$ cat src/rtl/comm_frame_rx_if.sv
// ---------------------------------------------------------------------------
// comm_frame_rx_if
//   Bundles the two handshakes of the frame assembler together with its
//   status pulses.
//   UART side     : rx_rdy, rx_data (byte in), clr_rx_rdy (consume strobe out)
//   Consumer side : cmd_rdy, cmd, data (frame out), clr_cmd_rdy (ack in)
//   Status        : frm_err (timeout drop pulse), ovrn (overrun pulse)
//   Modports:
//     slave  - the frame assembler itself
//     master - the environment (UART receiver + command consumer)
// ---------------------------------------------------------------------------
interface comm_frame_rx_if;
  logic        rx_rdy;
  logic [7:0]  rx_data;
  logic        clr_rx_rdy;
  logic        cmd_rdy;
  logic [7:0]  cmd;
  logic [15:0] data;
  logic        clr_cmd_rdy;
  logic        frm_err;
  logic        ovrn;

  modport slave (
    input  rx_rdy, rx_data, clr_cmd_rdy,
    output clr_rx_rdy, cmd_rdy, cmd, data, frm_err, ovrn
  );

  modport master (
    output rx_rdy, rx_data, clr_cmd_rdy,
    input  clr_rx_rdy, cmd_rdy, cmd, data, frm_err, ovrn
  );
endinterface

$ cat src/rtl/comm_frame_rx.sv
// ---------------------------------------------------------------------------
// comm_frame_rx
//   Assembles three consecutive UART bytes (opcode, data high, data low) into
//   one command frame. A partial frame is discarded if the gap between two of
//   its bytes reaches TIMEOUT clocks, so a lost byte cannot shift the framing.
//
//   Parameters:
//     TIMEOUT - clocks allowed between bytes of one frame (>= 2)
//     TO_W    - timeout counter width, must hold TIMEOUT-1
//   Ports:
//     clk - system clock, rising edge
//     rst - asynchronous active-high reset
//     bus - comm_frame_rx_if.slave:
//             rx_rdy/rx_data in, clr_rx_rdy out (combinational = rx_rdy)
//             cmd_rdy/cmd/data out, clr_cmd_rdy in
//             frm_err, ovrn one-cycle status pulses out
// ---------------------------------------------------------------------------
module comm_frame_rx #(
  parameter int TIMEOUT = 65536,
  parameter int TO_W    = 17
) (
  input  logic            clk,
  input  logic            rst,
  comm_frame_rx_if.slave  bus
);

  typedef enum logic [1:0] {
    IDLE    = 2'd0,
    WAIT_HI = 2'd1,
    WAIT_LO = 2'd2
  } state_t;

  localparam logic [TO_W-1:0] TO_LAST = TO_W'(TIMEOUT - 1);

  state_t          state, state_nxt;
  logic [TO_W-1:0] cnt, cnt_nxt;
  logic [7:0]      op_sh, hi_sh;

  logic accept;
  logic cap_op;
  logic cap_hi;
  logic complete;
  logic timeout;

  // Every presented byte is taken in the cycle it is seen, whatever the state.
  assign accept         = bus.rx_rdy;
  assign bus.clr_rx_rdy = bus.rx_rdy;

  // -------------------------------------------------------------------------
  // Next-state / control decode
  // -------------------------------------------------------------------------
  always_comb begin
    // NOTE: every signal assigned below gets a default first, so no path
    // through the case can leave one unassigned and infer a latch.
    state_nxt = state;
    cnt_nxt   = cnt;
    cap_op    = 1'b0;
    cap_hi    = 1'b0;
    complete  = 1'b0;
    timeout   = 1'b0;

    unique case (state)
      IDLE: begin
        cnt_nxt = '0;
        if (accept) begin
          cap_op    = 1'b1;
          state_nxt = WAIT_HI;
        end
      end

      WAIT_HI: begin
        if (accept) begin
          // A byte in the timeout cycle still wins.
          cap_hi    = 1'b1;
          cnt_nxt   = '0;
          state_nxt = WAIT_LO;
        end else if (cnt >= TO_LAST) begin
          timeout   = 1'b1;
          cnt_nxt   = '0;
          state_nxt = IDLE;
        end else begin
          cnt_nxt   = cnt + TO_W'(1);
        end
      end

      WAIT_LO: begin
        if (accept) begin
          complete  = 1'b1;
          cnt_nxt   = '0;
          state_nxt = IDLE;
        end else if (cnt >= TO_LAST) begin
          timeout   = 1'b1;
          cnt_nxt   = '0;
          state_nxt = IDLE;
        end else begin
          cnt_nxt   = cnt + TO_W'(1);
        end
      end

      default: begin
        state_nxt = IDLE;
        cnt_nxt   = '0;
      end
    endcase
  end

  // -------------------------------------------------------------------------
  // State and timeout counter
  // -------------------------------------------------------------------------
  // NOTE: sequential blocks use non-blocking assignments only, so every
  // register samples the pre-edge values regardless of block ordering.
  always_ff @(posedge clk or posedge rst) begin
    if (rst) begin
      state <= IDLE;
      cnt   <= '0;
    end else begin
      state <= state_nxt;
      cnt   <= cnt_nxt;
    end
  end

  // -------------------------------------------------------------------------
  // Shadow bytes of the frame under assembly
  // -------------------------------------------------------------------------
  // NOTE: the shadows are plain registers, not a memory, and are reset so the
  // datapath starts from a known value after reset.
  always_ff @(posedge clk or posedge rst) begin
    if (rst) begin
      op_sh <= 8'h00;
      hi_sh <= 8'h00;
    end else begin
      if (cap_op) op_sh <= bus.rx_data;
      if (cap_hi) hi_sh <= bus.rx_data;
    end
  end

  // -------------------------------------------------------------------------
  // Frame outputs and status pulses
  // -------------------------------------------------------------------------
  always_ff @(posedge clk or posedge rst) begin
    if (rst) begin
      bus.cmd     <= 8'h00;
      bus.data    <= 16'h0000;
      bus.cmd_rdy <= 1'b0;
      bus.frm_err <= 1'b0;
      bus.ovrn    <= 1'b0;
    end else begin
      bus.frm_err <= timeout;
      // Overrun only when the consumer has not acknowledged in this cycle.
      bus.ovrn    <= complete & bus.cmd_rdy & ~bus.clr_cmd_rdy;
      if (complete) begin
        // Completion beats a same-cycle acknowledge.
        bus.cmd     <= op_sh;
        bus.data    <= {hi_sh, bus.rx_data};
        bus.cmd_rdy <= 1'b1;
      end else if (bus.clr_cmd_rdy) begin
        bus.cmd_rdy <= 1'b0;
      end
    end
  end

endmodule

$ cat src/flat_wrapper.sv
// flat-port wrapper written by rule: the top's interface ports become plain ports
module comm_frame_rx_flat 
#(
  parameter int TIMEOUT = 65536,
  parameter int TO_W    = 17
)
  (clk, rst, bus_rx_rdy, bus_rx_data, bus_clr_cmd_rdy, bus_clr_rx_rdy, bus_cmd_rdy, bus_cmd, bus_data, bus_frm_err, bus_ovrn);
  comm_frame_rx_if bus_i ();
  input  logic clk;
  input  logic rst;
  input wire logic [$bits(bus_i.rx_rdy)-1:0] bus_rx_rdy;
  input wire logic [$bits(bus_i.rx_data)-1:0] bus_rx_data;
  input wire logic [$bits(bus_i.clr_cmd_rdy)-1:0] bus_clr_cmd_rdy;
  output wire logic [$bits(bus_i.clr_rx_rdy)-1:0] bus_clr_rx_rdy;
  output wire logic [$bits(bus_i.cmd_rdy)-1:0] bus_cmd_rdy;
  output wire logic [$bits(bus_i.cmd)-1:0] bus_cmd;
  output wire logic [$bits(bus_i.data)-1:0] bus_data;
  output wire logic [$bits(bus_i.frm_err)-1:0] bus_frm_err;
  output wire logic [$bits(bus_i.ovrn)-1:0] bus_ovrn;
  assign bus_i.rx_rdy = bus_rx_rdy;
  assign bus_i.rx_data = bus_rx_data;
  assign bus_i.clr_cmd_rdy = bus_clr_cmd_rdy;
  assign bus_clr_rx_rdy = bus_i.clr_rx_rdy;
  assign bus_cmd_rdy = bus_i.cmd_rdy;
  assign bus_cmd = bus_i.cmd;
  assign bus_data = bus_i.data;
  assign bus_frm_err = bus_i.frm_err;
  assign bus_ovrn = bus_i.ovrn;
  comm_frame_rx #(.TIMEOUT(TIMEOUT), .TO_W(TO_W)) u_core (.clk(clk), .rst(rst), .bus(bus_i));
endmodule
$ cat config.mk
export PLATFORM = sky130hd
export DESIGN_NAME = comm_frame_rx_flat
export DESIGN_NICKNAME = d
export VERILOG_FILES = /design/src/rtl/comm_frame_rx_if.sv /design/src/rtl/comm_frame_rx.sv /design/src/flat_wrapper.sv
export SDC_FILE = /design/constraint.sdc
export NUM_CORES = 1
export LEC_CHECK = 0
export ABC_CLOCK_PERIOD_IN_PS = 1770
export BUFFER_PORTS_ARGS = -buffer_cell sky130_fd_sc_hd__clkbuf_2
export CELL_PAD_IN_SITES_DETAIL_PLACEMENT = 0
export CELL_PAD_IN_SITES_GLOBAL_PLACEMENT = 1
export CORE_MARGIN = 3
export CORE_UTILIZATION = 41
export CTS_CLUSTER_DIAMETER = 40
export CTS_CLUSTER_SIZE = 28
export DETAILED_ROUTE_END_ITERATION = 8
export GPL_TIMING_DRIVEN = 0
export PLACE_DENSITY_LB_ADDON = 0.15
export SLEW_MARGIN = 40
export SYNTH_ARGS = -nofsm -noshare
export SYNTH_HDL_FRONTEND = slang
export SYNTH_SLANG_ARGS = --single-unit
export TNS_END_PERCENT = 10
$ cat constraint.sdc
create_clock -name clk -period 1.77 [get_ports clk]
set_input_delay 0.0885 -clock clk [delete_from_list [all_inputs] [get_ports clk]]
set_output_delay 0.0885 -clock clk [all_outputs]
set_load 0.05 [all_outputs]
==> results of run 1 <==
-- cell usage in the layout (no fill, tap or decap), types with 2 or more instances in the layout --
cell type | synthesis | final
clkbuf_1 | 2 | 3
xor2_1 | 11 | 11
nand2_1 | 8 | 7
clkbuf_2 | 0 | 38
bufinv_16 | 0 | 2
nor2_2 | 0 | 3
clkinv_2 | 0 | 2
ha_2 | 0 | 2
nand4_1 | 4 | 4
ha_1 | 6 | 4
buf_12 | 0 | 2
dfrtp_1 | 62 | 61
nor2_1 | 23 | 20
clkbuf_8 | 0 | 10
and4_1 | 3 | 2
o21ai_0 | 3 | 3
inv_1 | 5 | 4
buf_6 | 2 | 3
nand2b_1 | 2 | 2
buf_4 | 1 | 8
nand3_1 | 6 | 5
a21oi_1 | 3 | 3
mux2_2 | 40 | 40
-- power by group --
part	switching, mW	leakage [nW]	internal [mW]	total, mW
logic	1.62	0.616	0.879	2.50
registers	0.259	0.779	1.93	2.19
clock network	0.517	0.110	0.828	1.34
total	2.39	1.50	3.64	6.03
-- state kept, by name, indices dropped and copies added, names as in the netlist --
register,flops
u_core.cnt,17
u_core.bus.data,16
u_core.bus.cmd,8
u_core.hi_sh,8
u_core.op_sh,8
u_core.state,2
u_core.bus.cmd_rdy,1
u_core.bus.frm_err,1
u_core.bus.ovrn,1
-- per-stage QoR --
step                area, µm²  hold WS [ns]
finish                   3230        0.0171
global route             3230       0.00968
CTS                      3200       0.00166
detailed placement       2900        0.0516
global placement         2870         0.363
floorplan                2590         0.239
-- cells by family after synthesis --
family,synth area share
XOR/XNOR,0.0407
AO/OA/AOI/OAI,0.0247
AND/OR/NAND/NOR,0.104
multiplexers,0.175
flip-flops,0.601
buffers and inverters,0.0257
adder cells (fa/ha/maj),0.0291
-- layout make-up --
class	instances	share of cell area
multi-input cells	121	0.311
plain buffers	6	0.0151
flip-flops and latches	62	0.481
clock buffers	12	0.0450
clock inverters	4	0.0217
inverters	5	0.00659
well taps	75	0.0291
repair buffers	47	0.0896
-- per-layer routing --
layer / global-route usage / part of all wire / vias to the layer above
met5: 0 / 0 / -
met1: 0.183 / 0.46 / 798
met3: 0.0330 / 0.038 / 6
li1: - / - / 779
met4: 0.0777 / 0.011 / 0
met2: 0.247 / 0.49 / 29
-- worst register-to-register path, delay by kind of cell (launching register included) --
kind | cells | cell delay, ns
and+or+nand+nor | 5 | 0.55
buffers and inverters | 1 | 0.16
DFF | 1 | 0.36
AOI/OAI and AO/OA | 1 | 0.11
adders and majority gates | 2 | 0.39
-- worst paths after layout --
check                                 from                   to  slack (ns)
min                         bus_rx_data[4]      u_core.hi_sh[4]        0.02
min reg2reg                u_core.hi_sh[0]   u_core.bus.data[8]        0.50
max in group asynchronous              rst  u_core.bus.data[14]        1.01
min in group asynchronous              rst   u_core.bus.data[4]        0.25
max reg2reg                  u_core.cnt[0]       u_core.cnt[12]        0.09
max                          u_core.cnt[0]       u_core.cnt[12]        0.09
-- timing repair --
action / CTS / global route
pin swaps: 3 / 5
setup endpoints to repair: 37 / 17
cloned: 1 / 0
hold buffers: 1 / 0
hold endpoints to repair: 19 / 0
gates resized for setup: 10 / 5
buffers inserted: 4 / 2
==> results.toml, run 1 <==
[outcome]
status = "finished clean"

[critical_path]
worstSetupPathDepth = 9
path_class = "flop to flop"
crit_family = "simple AND/OR/NAND/NOR gates"
worstPathCellList = "ha_2 > and4_4 > nand3_2 > nor2_2 > ha_2 > nor3_4 > o21ai_4 > buf_6 > nor2_1"
cpMostUsedCell = "ha_2"
r2r_cells = 9
start_kind = "flop"
cpPeakStageDelay_ns = 0.36
path_buf_inv = 1
cp.required_ns = 1.98
cp-end-kind = "flop"
path_max_fanout = 6
slowest_stage = "dfrtp_1"
crit_arrival_ns = 1.89

[clock_network]
cts_root_buffer = "clkbuf_8"
path_clk_slew_ns = 0.08
cts_tree = "built"
htreeDepth = 3
worst_skew_pair.late_latency_ns = 0.33
numCtsBuffers = 9
cts_max_path_buffers = 2
clock-sinks = 62

[sta]
setup_violations = 0
finalCritPeriodShare = 0.952
min_period_ns = 1.68
rsz0062_at_grt = "true"
maxSlewHeadroom = 0.705
report.final.slew_viol_count = 0
finalSetupTns_ns = 0
final.setup_skew_ns = 0.0116
setup_ws_ns = 0.0858
tightest_slew_ns = 0.441
hold_viol_final = 0
fmax_mhz = 594

[synth]
synth.avg_cell_area_um2 = 13.2
yosysTopAreaCellShare = 0.601
yosys.cell_types.count = 28
synthMostInstantiatedCell = "dfrtp_1"
yosys_register_bits = 62
synth_top_cell_by_area = "dfrtp_1"
synthCells = 195
synth-seq-area-share = 0.601
synth_commonest_cells = "dfrtp_1, mux2_2, nor2_1"
ys_warn_count = 0
synth_flop_cell = "dfrtp_1"
synth_nets = 213
synth-edff-count = 0
synthArstFlopShare = 1.00
synth_area_leaders = "dfrtp_1, mux2_2, xor2_1"
syn_area_um2 = 2580

[grt]
grt_pass1_vias = 1795
grt_use_total = 0.149
grt_max_degree = 44
antenna_found_initial = 0
globalRoute.totalOverflow = 0
grt_first_pass_wirelength_um = 8490

[die]
dieArea_um2 = 7280
coreArea_um2 = 6030
chipWidth_um = 85.3
io_pins = 40
start_util = 0.428
dieHeight_um = 85.3
fp-row-count = 28

[cells_and_area]
area_delta_synth_final_pct = 25.0
drive_gt1_frac = 0.471
final_util = 0.535
multi_input_comb_area_um2 = 1000
final_nets = 270
regArea_um2 = 1550
fin_cells = 332
final.fill_count = 531
antennaDiodeCount = 0

[drt]
num_vias = 1612
drt-total-wl_um = 4720
ant_nets = 0
drt-pass1-iter-count = 4
vias_per_cell = 4.86
drcViolationCount = 0
wl_per_cell_um = 14.2
drt-initial-drc-count = 48

[placement]
dp_cells = 309
place.port_buffers = 38
pre_cts_slack_ns = -0.210
place_congestion = 0.729
hpwl_um = 3140

[power]
leakagePower_nw = 1.50
power_density_nw_per_um2 = 1870
finalPower_mw = 6.03
ir_drop_mv = 0.983

[worst_hold_path]
worst_hold_path_type = "input port to flop"
min_path_cells = 2

[flow_run]
maxCapViolCount = 0
(Power assumes the default switching activity.)
==> run 2, diff against run 1 <==
- REMOVE_ABC_BUFFERS: not set -> 1
==> results.toml, run 2 (synthesis gave the netlist of run 1 again) <==
[critical_path]
worstSetupPathDepth = 9
worstPathCellList = "ha_4 > and4_4 > nand3_2 > nor2_2 > ha_2 > nor3_4 > o21ai_4 > clkbuf_16 > nor2_1"
reg2reg_from = "u_core.cnt[1]"
path_class = "flop to flop"
path_max_fanout = 6
r2r_cells = 9
cp-end-kind = "flop"
path_buf_inv = 1
slowest_stage = "dfrtp_1"
cpPeakStageDelay_ns = 0.42
critPathLaunch = "u_core.cnt[1]"
crit_family = "simple AND/OR/NAND/NOR gates"
crit_arrival_ns = 2.04
start_kind = "flop"
crit_end = "u_core.cnt[0]"
regToRegSetupSlack_ns = 0.005
cp.required_ns = 2.04
critical_path.reg2reg.endpoint = "u_core.cnt[0]"

[sta]
rsz0062_at_grt = "true"
min_period_ns = 1.76
maxSlewHeadroom = 0.716
report.final.slew_viol_count = 0
fmax_mhz = 567
tightest_slew_ns = 0.424
final.setup_skew_ns = 0.00649
holdWs_ns = 0.0162
hold_viol_final = 0
setup_violations = 0
finalCritPeriodShare = 0.997
setup_ws_ns = 0.00543

[flow_run]
maxCapViolCount = 0

[drt]
vias_per_cell = 4.92
drt-total-wl_um = 4560
drt-initial-drc-count = 62
drcViolationCount = 0
wirelength_met1_um = 2170
top_layer_used = "met4"
ant_nets = 0
wl_per_cell_um = 13.8
wl_met3_um = 257
drt-pass1-iter-count = 4
num_vias = 1622
dr_wl_met2_um = 2040

[power]
ir_drop_mv = 1.18
p_switching_mw = 2.51
seqPwrFrac = 0.372
pwr-share-clk = 0.184
leakagePower_nw = 1.48
sw_frac_of_total = 0.428
internal_power_mw = 3.36
finalPower_mw = 5.87
power_density_nw_per_um2 = 1790
combPwrFrac = 0.444

[clock_network]
worst_skew_pair.late_latency_ns = 0.34
path_clk_slew_ns = 0.07
htreeDepth = 3
cts_max_path_buffers = 2
cts_tree = "built"
numCtsBuffers = 9
clock-sinks = 62
cts_root_buffer = "clkbuf_8"

[cells_and_area]
area_delta_synth_final_pct = 27.2
layout_common_cells = "dfrtp_1, mux2_2, clkbuf_2"
final_common_cell = "dfrtp_1"
final.fill_count = 538
reg_top3 = "u_core.cnt: 17 flops, u_core.bus.data: 16 flops"
largest_reg_flops = 17
top_register = "u_core.cnt"
final_nets = 268
drive_gt1_frac = 0.529
antennaDiodeCount = 0

[worst_hold_path]
worst_hold_path_type = "input port to flop"

[grt]
grt_max_degree = 39
grt_first_pass_wirelength_um = 7780
antenna_found_initial = 0
grt_pass1_vias = 1635
grt_use_total = 0.139
globalRoute.totalOverflow = 0

[placement]
hpwl_um = 2890
pre_cts_slack_ns = -0.352
place_congestion = 0.669
place.port_buffers = 39

[die]
start_util = 0.428
io_pins = 40
dieArea_um2 = 7280
coreArea_um2 = 6030
dieHeight_um = 85.3
fp-row-count = 28
chipWidth_um = 85.3

[outcome]
status = "finished clean"
-- run 2: cell count changes in the layout (fill, tap and decap cells not counted), moves of 2 or more --
cell,before,now
nor2_1,20,10
nor2_4,0,10
clkbuf_1,3,0
clkinvlp_4,0,3
and4_1,2,0
and4_2,0,2
buf_4,8,6
buf_6,3,1
bufinv_16,2,0
-- run 2: worst min path at each step --
stage	from	endpoint	slack [ns]	cells after the start
after floorplan	bus_rx_rdy	bus_clr_rx_rdy	0.18	0
after global placement	bus_rx_data[0]	u_core.op_sh[0]	0.36	2
after detailed placement	rst	u_core.bus.data[0]	0.08	2
after CTS	bus_clr_cmd_rdy	u_core.bus.ovrn	0.0003	3
after global routing	bus_rx_data[1]	u_core.op_sh[1]	0.005	2
final	bus_rx_data[4]	u_core.op_sh[4]	0.02	2
-- run 2: layout make-up --
class | count | area, µm² | share of cell area
flip-flops and latches | 62 | 1550 | 0.473
clock inverters | 7 | 50.0 | 0.0152
well taps | 75 | 93.8 | 0.0286
repair buffers | 51 | 337 | 0.102
multi-input cells | 121 | 1110 | 0.337
clock buffers | 9 | 124 | 0.0377
inverters | 5 | 21.3 | 0.00648
-- run 2: stage by stage --
stage,util,cells,area (µm²),setup TNS (ns)
2_1_floorplan,-,188,2530,-0.113
3_3_place_gp,0.468,302,2820,-52.68
3_5_place_dp,0.473,303,2850,-3.85
4_1_cts,0.516,326,3110,0
5_1_grt,0.545,330,3280,-0.710
6_report,0.545,330,3280,0
-- run 2: power by group through the flow --
stage	sequential (mW)	clock (mW)	combinational [mW]
global route	2.26	1.19	2.77
detailed placement	2.22	0	2.32
floorplan	3.18	0	0.817
CTS	2.18	1.12	2.46
global placement	2.20	0	2.29
finish	2.18	1.08	2.60
-- run 2: layer usage --
metal / track usage / vias to the layer above
li1: - / 779
met1: 0.180 / 800
met2: 0.204 / 35
met3: 0.0553 / 8
met4: 0.0647 / 0
met5: 0 / -
-- run 2: what timing repair did --
item,CTS,global route
setup buffers,5,3
endpoints found under the hold margin,26,0
pin swaps,1,13
setup endpoints to repair,19,43
cloned,0,1
hold buffers,2,0
gates resized for setup,5,35
==> run 3, diff against run 2 <==
- CELL_PAD_IN_SITES_DETAIL_PLACEMENT: 0 -> 1
==> results.toml, run 3 (synthesis gave the netlist of run 1 again) <==
[cells_and_area]
antennaDiodeCount = 0
stdcell_area_um2 = 3270
largest_reg_flops = 17
reg_top3 = "u_core.cnt: 17 flops, u_core.bus.data: 16 flops"
final.fill_count = 636
final_nets = 268
area_delta_synth_final_pct = 26.9
drive_gt1_frac = 0.486
layout_common_cells = "dfrtp_1, mux2_2, clkbuf_2"
top_register = "u_core.cnt"
final_common_cell = "dfrtp_1"

[placement]
place_congestion = 0.669
place.port_buffers = 39
pre_cts_slack_ns = -0.363
post_dp_cell_area_um2 = 2850
hpwl_um = 3240

[grt]
grt_use_total = 0.153
grt_max_degree = 39
globalRoute.totalOverflow = 0
grt_pass1_vias = 1771
antenna_found_initial = 0
grt_first_pass_wirelength_um = 8520

[sta]
hold_viol_final = 0
fmax_mhz = 558
rsz0062_at_grt = "true"
setup_violations = 13
min_period_ns = 1.79
maxSlewHeadroom = 0.696
finalCritPeriodShare = 1.01
tightest_slew_ns = 0.454
setup_ws_ns = -0.0216
final.setup_skew_ns = 0.00915
report.final.slew_viol_count = 0

[worst_hold_path]
hp-start = "bus_rx_data[0]"
holdPathEnd = "u_core.bus.data[0]"
worst_hold_path_type = "input port to flop"
min_path_cells = 2

[critical_path]
worstPathCellList = "ha_2 > and4_4 > nand3_2 > nor2_2 > ha_2 > nor3_4 > o21ai_4 > clkbuf_16 > nor2_1"
cpMostUsedCell = "ha_2"
regToRegSetupSlack_ns = -0.02
slowest_stage = "dfrtp_1"
path_class = "flop to flop"
critical_path.reg2reg.endpoint = "u_core.cnt[3]"
cpPeakStageDelay_ns = 0.40
cp.required_ns = 2.04
crit_arrival_ns = 2.06
reg2reg_from = "u_core.cnt[0]"
path_max_fanout = 7
r2r_cells = 9
start_kind = "flop"
cp-end-kind = "flop"

[die]
io_pins = 40
fp-row-count = 28
dieArea_um2 = 7280
coreArea_um2 = 6030
start_util = 0.428
dieHeight_um = 85.3
chipWidth_um = 85.3

[outcome]
violations = "negative setup slack"
status = "finished with violations"

[clock_network]
clock-sinks = 62
cts_root_buffer = "clkbuf_8"
cts_max_path_buffers = 2
worst_skew_pair.late_latency_ns = 0.34
cts_tree = "built"
htreeDepth = 3
numCtsBuffers = 9
path_clk_slew_ns = 0.07

[drt]
drt-pass1-iter-count = 4
num_vias = 1646
vias_per_cell = 4.99
drt-initial-drc-count = 43
ant_nets = 0
drcViolationCount = 0
wl_per_cell_um = 15.0
drt-total-wl_um = 4970

[power]
ir_drop_mv = 1.10
leakagePower_nw = 1.50
power_density_nw_per_um2 = 1870

[flow_run]
maxCapViolCount = 0
## run 3: cell count changes in the layout (fill, tap and decap cells not counted), sizes merged
cell / change
buf: -3
bufinv: +2
clkbuf: +2
clkinv: -3
dlygate4sd3: +3
inv: -1
## run 3: how the worst max path moves through the flow
| stage | from | end | slack, ns | cells after the start |
|---|---|---|---|---|
| global route | u_core.cnt[0] | u_core.cnt[6] | -0.09 | 9 |
| finish | u_core.cnt[0] | u_core.cnt[3] | -0.02 | 9 |
| floorplan | u_core.cnt[0] | u_core.cnt[15] | -0.11 | 8 |
| CTS | u_core.cnt[0] | u_core.cnt[12] | 0.004 | 9 |
| detailed placement | u_core.cnt[0] | u_core.cnt[15] | -0.36 | 8 |
| global placement | rst | u_core.bus.data[6] | -0.67 | 2 |
## run 3: what timing repair did
action                     in CTS  in global routing
pin swaps                       2                  5
cloned                          0                  1
setup buffers                   3                  2
resized for setup               5                 18
setup endpoints to repair      19                 43
hold buffers                    5                  0
hold endpoints to repair       28                  0
## run 3: power by group
part | leakage [nW] | switching (mW) | internal, mW
Sequential | 0.780 | 0.265 | 1.93
Combinational | 0.620 | 1.65 | 0.877
Clock | 0.102 | 0.552 | 0.831
Total | 1.50 | 2.47 | 3.64
## run 3: final cells by class
| type | count | area [µm²] | area share |
|---|---|---|---|
| timing repair buffer | 51 | 344 | 0.105 |
| tap | 75 | 93.8 | 0.0287 |
| clock inverter | 5 | 82.6 | 0.0252 |
| inverter | 5 | 21.3 | 0.00650 |
| multi-input combinational | 121 | 1040 | 0.318 |
| clock buffer | 11 | 141 | 0.0432 |
| sequential | 62 | 1550 | 0.474 |
## run 3: routing by layer
| metal | global-route usage | routed length (µm) |
|---|---|---|
| met5 | 0 | 0 |
| met4 | 0.0950 | 120 |
| met3 | 0.0379 | 218 |
| met2 | 0.242 | 2400 |
| met1 | 0.187 | 2220 |
## run 3: through the flow
step           hold slack [ns]  TNS (ns)  instances  total power, mW   util
2_1_floorplan            0.177    -0.113        188             3.99      -
3_3_place_gp             0.361    -52.68        302             4.49  0.468
3_5_place_dp            0.0717     -4.11        303             4.59  0.473
4_1_cts               0.000640         0        327             6.10  0.527
5_1_grt                0.00224     -1.40        330             6.47  0.543
6_report                0.0141    -0.127        330             6.11  0.543
## run 3: critical path, delay by kind of cell, from the launching register on
kind / cells / cell delay (ns)
flip-flops: 1 / 0.40
AND/OR/NAND/NOR: 5 / 0.62
AO/OA/AOI/OAI: 1 / 0.12
buffers and inverters: 1 / 0.18
adder cells (fa/ha/maj): 2 / 0.40
